[src/rtl/gate_reset_driver.sv]
// gate_reset_driver: turns scan-engine row-reset requests into gate-driver STV/CPV/OE
// signalling, positioning the gate token on the target row and replaying the pulse width on OE.
`default_nettype none

module gate_reset_driver #(
  parameter int NUM_ROWS = 2048,
  parameter int ADDR_W   = 12,
  parameter int CPV_HALF = 4,
  parameter int WIDTH_W  = 16
) (
  input  logic              clk,
  input  logic              rst_n,
  input  logic              scan_mode,
  input  logic [ADDR_W-1:0] row_addr,
  input  logic              reset_pulse,
  output logic              gate_stv,
  output logic              gate_cpv,
  output logic              gate_oe,
  output logic              busy,
  output logic              done,
  output logic              addr_err,
  output logic              overrun,
  output logic [ADDR_W-1:0] token_pos
);

  localparam int CNT_W = $clog2(2 * CPV_HALF) + 1;
  localparam logic [CNT_W-1:0] C_LAST = CNT_W'(2 * CPV_HALF - 1);
  localparam logic [CNT_W-1:0] C_HALF = CNT_W'(CPV_HALF);

  typedef enum logic [1:0] {
    S_IDLE  = 2'd0,
    S_START = 2'd1,
    S_SHIFT = 2'd2,
    S_FIRE  = 2'd3
  } state_t;

  state_t              r_state;
  logic [CNT_W-1:0]    r_cnt;
  logic [ADDR_W-1:0]   r_target;
  logic                r_tok_valid;
  logic                r_prev;
  logic                r_meas;
  logic                r_wfinal;
  logic [WIDTH_W-1:0]  r_wcnt;
  logic [WIDTH_W-1:0]  r_ocnt;

  logic                w_rise;
  logic                w_addr_ok;
  logic [WIDTH_W-1:0]  w_wmin;
  logic [ADDR_W-1:0]   w_tok_next;

  assign w_rise     = reset_pulse & ~r_prev;
  assign w_addr_ok  = (int'(row_addr) < NUM_ROWS);
  assign w_wmin     = (r_wcnt == '0) ? WIDTH_W'(1) : r_wcnt;
  assign w_tok_next = token_pos + ADDR_W'(1);

  // Gate outputs are a registered image of the state being left, which adds the
  // one-cycle offset between request acceptance and the first STV/CPV/OE cycle.
  always_ff @(posedge clk or negedge rst_n) begin
    if (!rst_n) begin
      r_state     <= S_IDLE;
      r_cnt       <= '0;
      r_target    <= '0;
      r_tok_valid <= 1'b0;
      r_prev      <= 1'b0;
      r_meas      <= 1'b0;
      r_wfinal    <= 1'b0;
      r_wcnt      <= '0;
      r_ocnt      <= '0;
      gate_stv    <= 1'b0;
      gate_cpv    <= 1'b0;
      gate_oe     <= 1'b0;
      busy        <= 1'b0;
      done        <= 1'b0;
      addr_err    <= 1'b0;
      overrun     <= 1'b0;
      token_pos   <= '0;
    end else begin
      r_prev   <= reset_pulse;
      done     <= 1'b0;
      addr_err <= 1'b0;
      overrun  <= 1'b0;

      if (r_meas) begin
        if (reset_pulse) begin
          if (r_wcnt != '1) r_wcnt <= r_wcnt + WIDTH_W'(1);
        end else begin
          r_wfinal <= 1'b1;
          r_meas   <= 1'b0;
        end
      end

      if (!scan_mode) begin
        r_state     <= S_IDLE;
        r_tok_valid <= 1'b0;
        r_meas      <= 1'b0;
        gate_stv    <= 1'b0;
        gate_cpv    <= 1'b0;
        gate_oe     <= 1'b0;
        busy        <= 1'b0;
      end else begin
        if (w_rise && (r_state != S_IDLE)) overrun <= 1'b1;

        case (r_state)
          S_IDLE: begin
            gate_stv <= 1'b0;
            gate_cpv <= 1'b0;
            gate_oe  <= 1'b0;
            if (w_rise) begin
              if (!w_addr_ok) begin
                addr_err <= 1'b1;
              end else begin
                r_target <= row_addr;
                r_cnt    <= '0;
                r_ocnt   <= '0;
                r_wcnt   <= WIDTH_W'(1);
                r_wfinal <= 1'b0;
                r_meas   <= 1'b1;
                busy     <= 1'b1;
                if (r_tok_valid && (row_addr >= token_pos))
                  r_state <= (row_addr == token_pos) ? S_FIRE : S_SHIFT;
                else
                  r_state <= S_START;
              end
            end
          end

          S_START: begin
            gate_stv <= 1'b1;
            gate_cpv <= (r_cnt < C_HALF);
            gate_oe  <= 1'b0;
            if (r_cnt == C_LAST) begin
              r_cnt       <= '0;
              token_pos   <= '0;
              r_tok_valid <= 1'b1;
              r_state     <= (r_target == '0) ? S_FIRE : S_SHIFT;
            end else begin
              r_cnt <= r_cnt + CNT_W'(1);
            end
          end

          S_SHIFT: begin
            gate_stv <= 1'b0;
            gate_cpv <= (r_cnt < C_HALF);
            gate_oe  <= 1'b0;
            if (r_cnt == C_LAST) begin
              r_cnt     <= '0;
              token_pos <= w_tok_next;
              if (w_tok_next == r_target) r_state <= S_FIRE;
            end else begin
              r_cnt <= r_cnt + CNT_W'(1);
            end
          end

          S_FIRE: begin
            gate_stv <= 1'b0;
            gate_cpv <= 1'b0;
            if (r_wfinal && (r_ocnt >= w_wmin)) begin
              gate_oe <= 1'b0;
              done    <= 1'b1;
              busy    <= 1'b0;
              r_state <= S_IDLE;
            end else begin
              gate_oe <= 1'b1;
              r_ocnt  <= r_ocnt + WIDTH_W'(1);
            end
          end

          default: r_state <= S_IDLE;
        endcase
      end
    end
  end

endmodule

`default_nettype wire

[config.mk]
export PLATFORM = sky130hd
export DESIGN_NAME = gate_reset_driver
export DESIGN_NICKNAME = d
export VERILOG_FILES = /design/src/rtl/gate_reset_driver.sv
export SDC_FILE = /design/constraint.sdc
export NUM_CORES = 1
export LEC_CHECK = 0
export CELL_PAD_IN_SITES_DETAIL_PLACEMENT = 0
export CELL_PAD_IN_SITES_GLOBAL_PLACEMENT = 1
export CORE_ASPECT_RATIO = 1.5
export CORE_MARGIN = 2
export CORE_UTILIZATION = 43
export CTS_BUF_LIST = sky130_fd_sc_hd__clkbuf_2
export DETAILED_ROUTE_END_ITERATION = 10
export GPL_TIMING_DRIVEN = 0
export PLACE_DENSITY = 0.84
export SLEW_MARGIN = 15
export SYNTH_ARGS = -nofsm -noshare
export SYNTH_HDL_FRONTEND = slang
export SYNTH_SLANG_ARGS = --single-unit
[constraint.sdc]
create_clock -name clk -period 2.6 [get_ports clk]
set_input_delay 0.39 -clock clk [delete_from_list [all_inputs] [get_ports clk]]
set_output_delay 0.39 -clock clk [all_outputs]
set_load 0.005 [all_outputs]
; Yosys cells after proc, flatten, opt, wreduce, memory -nomap -nowiden
; Cells that the tools add are included.
[totals]
ff_bits = 73
input_bits = 16
out_inout_bits = 19
wordCells = 135
[op_classes]
n_addsub = 4
order_cmp = 4
n_eq_ne = 21
muxes = 66
bitwise = 2
n_reduce_logical = 21
[op_table]
columns = cell, n
row1 = 16-bit 2-to-1 mux, 11
row2 = 1-bit 2-to-1 mux, 34
row3 = "16-bit by 1-bit adder with 16-bit output, second input constant", 2
row4 = 16-bit one-hot mux with 2 select lines, 1
row5 = 12-bit == test, 2
row6 = 12-bit 2-to-1 mux, 2
row7 = 12-bit one-hot mux with 2 select lines, 1
row8 = "3-bit inequality test, second input constant", 6
row9 = 16-bit >= comparator, 1
row10 = 16-bit logical NOT, 1
row11 = 2-bit 2-to-1 mux, 8
row12 = "16-bit inequality test, second input constant", 1
row13 = 4-bit AND reduction, 4
row14 = "12-bit by 1-bit adder with 12-bit output, second input constant", 1
row15 = 12-bit >= comparator, 1
row16 = 12-bit logical NOT, 1
row17 = "12-bit < comparator, second input constant", 1
row18 = 4-bit 2-to-1 mux, 3
row19 = "2-bit inequality test, second input constant", 5
row20 = 1-bit one-hot mux with 2 select lines, 4
row21 = 2-bit one-hot mux with 4 select lines, 1
row22 = 4-bit one-hot mux with 2 select lines, 1
row23 = 2-bit nonzero test, 4
row24 = 6-bit AND reduction, 1
row25 = other kinds (15), 21

; Depth between registers and ports, before layout
[logic_depth]
ltp_word = 8
mapped_depth = 14
depth_no_buf = 13

; Worst setup path after synthesis
; Ideal clock, no wire load.
[synth_timing]
kind = reg-to-reg
startpoint = register r_wcnt[0]
endpoint = register r_ocnt[14]
setup_time_ns = 0.132
t_arrival_ns = 2.584
required_ns = 2.468
path_slack_ns = -0.116
stages_incl_launch_ff = 15
path_buffers = 1
period_less_slack_ns = 2.716
path_cell_list = dfrtp_1 inv_1 ha_1 nor4b_1 nand4_1 nand2_1 ha_1 o21ai_0 a21oi_1 o31ai_1 nand4_4 buf_6 a211oi_2 xnor2_1 nor2_1
[synth_between]
elab_chain_len = 6
[synth_rtl]
columns = element, line
row1 = "start, declared", 44  ; logic [WIDTH_W-1:0] r_wcnt;
row2 = "start signal, assigned", 86  ; if (r_wcnt != '1) r_wcnt <= r_wcnt + WIDTH_W'(1);
row3 = 16-bit logical NOT, 54  ; assign w_wmin = (r_wcnt == '0) ? WIDTH_W'(1) : r_wcnt;
row4 = 16-bit 2-to-1 mux *, 54
row5 = 16-bit >= comparator *, 158  ; if (r_wfinal && (r_ocnt >= w_wmin)) begin
row6 = 1-bit logical AND *, 158
row7 = 2-bit inequality test (no source line) *, --
row8 = 5-bit AND reduction (no source line) *, --
row9 = "end signal, assigned", 165  ; r_ocnt <= r_ocnt + WIDTH_W'(1);
row10 = "end, declared", 45  ; logic [WIDTH_W-1:0] r_ocnt;
; Every way passes the cells marked *; elsewhere a longest branch is shown, timed or not.
; A chain may end at the register's enable or synchronous reset.

; Worst setup path in the final report
[layout_timing]
startpoint = register r_wcnt[0]
endpoint = register r_ocnt[13]
; The elaborated chain is that of the path after synthesis.

==> impl_metrics.json <==
{
  "run_status": "complete, but fails checks",
  "violated_checks": "setup timing",
  "critPathArrivalTime_ps": 3250,
  "initialDrtViolationCount": 127,
  "dieHeight_um": 132.3,
  "worst-r2r-cell-count": 14,
  "seq_power_share_pct": 45.5,
  "cell_internal_power_dissipation_w": 0.002059,
  "yosys_warnings": 0,
  "post-route-period-util_pct": 107.3,
  "core.rowCount": 46,
  "postSynth.topFlopCell": "sky130_fd_sc_hd__dfrtp_1",
  "post-route-worst-setup-slack_ps": -190.3,
  "rsz_0062_raised_after_global_routing": "yes",
  "tns_ps": -2033,
  "htree_levels": 3,
  "final.setup_skew_ps": 31.46,
  "postPlaceCellArea_mm2": 0.005261,
  "slowest_stage": "sky130_fd_sc_hd__dfrtp_2",
  "pwr_density_cell_mw_per_mm2": 568.5,
  "power_frac_clock_pct": 19.4,
  "die_area_mm2": 0.01185,
  "slew-limit-headroom_pct": 67.86,
  "post_route_ant_nets": 0,
  "setup.worst_path.class": "reg -> reg",
  "detail_route.wirelength_um": 11720,
  "worst_setup_path_start_kind": "flip-flop",
  "synth.avg_cell_area_um2": 9.501,
  "holdCritStartpoint": "scan_mode",
  "synth_async_reset_ratio_pct": 100.0,
  "fmaxAchievable_ghz": 0.3584,
  "comb_pwr_share_pct": 35.0,
  "core_region_area_mm2": 0.01065,
  "grt_max_degree": 41,
  "hold-path-endpoint": "busy",
  "cts_tree": "done",
  "routedWlPerCell_um": 16.72,
  "post-route-drc-count": 0,
  "synthMostInstantiatedCell": "sky130_fd_sc_hd__dfrtp_1",
  "synth_top_area_share_pct": 38.69,
  "starting_utilization_of_the_core_area_pct": 44.35,
  "netlist_instances": 497,
  "postSynthRegisterBits": 73,
  "synth_edf_count": 0,
  "worst-path-max-fanout": 4,
  "max_stage_delay_ps": 460,
  "synth.distinct_cells": 61,
  "p_sw_w": 0.001169,
  "clk_root_buffer_cell": "sky130_fd_sc_hd__clkbuf_2",
  "timing.hold.worst.class": "in -> reg",
  "clk_path_buf_depth": 2,
  "worstSetupEndpointType": "flip-flop",
  "multi_input_area_mm2": 0.002854,
  "nNetsFinal": 607,
  "synth_area_mm2": 0.004722,
  "grt_antenna_before_repair": 0,
  "reg2reg_from": "r_wcnt[0]",
  "worstSetupStartpoint": "r_wcnt[0]",
  "dpl.hpwl_um": 8577,
  "grt_pass1_wl_um": 18980,
  "tritoncts.num_buffers": 9,
  "finalSetupViolCount": 14,
  "area_overhead_vs_synth_pct": 20.24,
  "period_needed_ps": 2790,
  "detailroute.via_count": 3884,
  "cells_along_the_critical_path": "inv_2 -> ha_4 -> nor4b_4 -> nand4_1 -> nand2_2 -> ha_4 -> nor2_4 -> a21oi_2 -> o31ai_4 -> nand4_4 -> buf_6 -> a2111oi_4 -> xnor2_1 -> nor2_1",
  "insertedDiodeCount": 0,
  "first_pass_iteration_count_of_the_detailed_router": 4,
  "synthTopCellsByCount": "73 x sky130_fd_sc_hd__dfrtp_1, 49 x sky130_fd_sc_hd__nor2_1, 41 x sky130_fd_sc_hd__inv_1",
  "worst_ep_required_time_ps": 3060,
  "vdd_ir_drop_max_uv": 405.8,
  "gp_routability_congestion": 0.9090,
  "grt_residual_overflow": 0,
  "num_io_pins": 35,
  "post_synth_main_area_contributors": "sky130_fd_sc_hd__dfrtp_1 39%, sky130_fd_sc_hd__ha_1 10%, sky130_fd_sc_hd__xnor2_1 6.7%",
  "r2r_slack_ps": -190,
  "clock_insertion_delay_worst_skew_ps": 570,
  "slew_viol_final": 0,
  "rr_endpoint": "r_ocnt[13]",
  "fp.dieW_um": 89.56,
  "maxCapViolations": 0,
  "whs_ps": 180.5,
  "synth-seq-area-share_pct": 38.69,
  "port_buffers": 33,
  "grt_util_all_layers_pct": 20.68,
  "yosysTopAreaCell": "sky130_fd_sc_hd__dfrtp_1",
  "tightest_slew_ps": 475.4,
  "share_of_final_layout_standard_cells_stronger_than_drive_strength_1_pct": 17.41,
  "fill_cells": 950,
  "avgViaCountPerCell": 5.541,
  "postLayoutCoreUtil_pct": 53.33,
  "cts_sinks": 73,
  "seqCellArea_mm2": 0.001831,
  "netSwitchingFraction_pct": 36.20,
  "synthesis.nets": 551,
  "first_global_vias": 3885,
  "worstHoldPathCells": 3,
  "critical_path.most_common_cell": "sky130_fd_sc_hd__ha_4",
  "leakagePower_nw": 2.330,
  "postLayoutCellArea_mm2": 0.005678,
  "clkSlewWorstSetupHoldPaths_ps": 200,
  "final-hold-violation-count": 0
}
[cells in the final DEF, fill, tap and decap left out, drive strengths merged, types with 2 or more instances in the layout]
master / count
dfrtp: 73
nor2: 50
inv: 42
ha: 38
xnor2: 36
nand2: 33
clkdlybuf4s50: 32
o21ai: 30
nand3: 22
a21oi: 21
buf: 21
clkbuf: 17
nand4: 15
mux2: 11
nor3: 10
and3: 9
a211oi: 9
xor2: 6
and2: 6
nor2b: 5
mux2i: 5
and4: 5
a31oi: 5
nor4: 5
o31ai: 5
a21o: 4
or3: 4
nor4b: 4
clkinv: 4
o22ai: 3
o2111a: 2
or2: 2
o211ai: 2
a22o: 2
o311ai: 2
a2111oi: 2
[sequential cells by signal (all words and copies together), names as in the netlist]
register and flops:
r_wcnt 16, r_wfinal 1, r_state 2, r_prev 1, gate_oe 1, r_target 12
r_meas 1, gate_cpv 1, busy 1, token_pos 12, gate_stv 1, addr_err 1
overrun 1, r_cnt 4, r_tok_valid 1, r_ocnt 16, done 1
[worst max path at each step]
stage          slack, ps           end  cells past startpoint
2_1_floorplan         10    r_ocnt[14]                     14
3_3_place_gp       -1510  token_pos[0]                      1
3_5_place_dp        -410     r_ocnt[8]                     14
4_1_cts             -220    r_ocnt[13]                     15
5_1_grt             -330    r_ocnt[13]                     14
6_report            -190    r_ocnt[13]                     14
[cell families (layout without fill, tap and decap cells)]
group	Yosys count	in the layout	share of synthesized area [%]
AO/OA/AOI/OAI	96	96	15.32
XOR/XNOR	42	42	7.790
adder cells (fa/ha/maj)	38	38	10.07
buffers and inverters	58	118	5.246
flip-flops	73	73	38.69
multiplexers	16	16	3.683
AND/OR/NAND/NOR	174	174	19.21
[critical path, delay by kind of cell, from the launching register on]
kind	cells	cell delay, ps
AO/OA/AOI/OAI	3	610
XOR/XNOR	1	150
adder cells (fa/ha/maj)	2	340
buffers and inverters	2	250
flip-flops	1	460
AND/OR/NAND/NOR	6	870
[power groups by stage]
stage,Combinational (W),Sequential [W],Clock [W]
global route,0.00124,0.00149,0.000687
CTS,0.00106,0.00147,0.000648
global placement,0.000872,0.00149,0
floorplan,0.000666,0.00144,0
detailed placement,0.000901,0.00150,0
finish,0.00113,0.00147,0.000628
[layout make-up]
class	count	area share, %
flip-flops and latches	73	32.24
clock inverters	5	0.8374
multi-input cells	366	50.26
inverters	42	2.777
clock buffers	10	0.8814
plain buffers	16	1.653
repair buffers	45	8.175
well taps	144	3.173
[per-layer routing]
metal	part of all wire (%)	track usage, %	vias up
met5	0	0	-
met4	3.6	9.619	0
met3	2.5	4.133	24
met2	53	35.46	72
met1	41	23.93	1921
li1	-	-	1867
[what timing repair did]
| action | in CTS | in global routing |
|---|---|---|
| setup endpoints to repair | 22 | 25 |
| cloned | 1 | 0 |
| pin swaps | 23 | 16 |
| hold buffers | 1 | 0 |
| buffers inserted | 9 | 1 |
| resized for setup | 26 | 23 |
| endpoints found under the hold margin | 33 | 0 |
[through the flow]
stage / total power [W] / instances / setup WS (ps)
floorplan: 0.002111 / 497 / 14.62
global placement: 0.002359 / 674 / -1511
detailed placement: 0.002398 / 675 / -406.7
CTS: 0.003176 / 701 / -220.7
global route: 0.003419 / 701 / -329.9
finish: 0.003228 / 701 / -190.3
(Power assumes the default switching activity.)
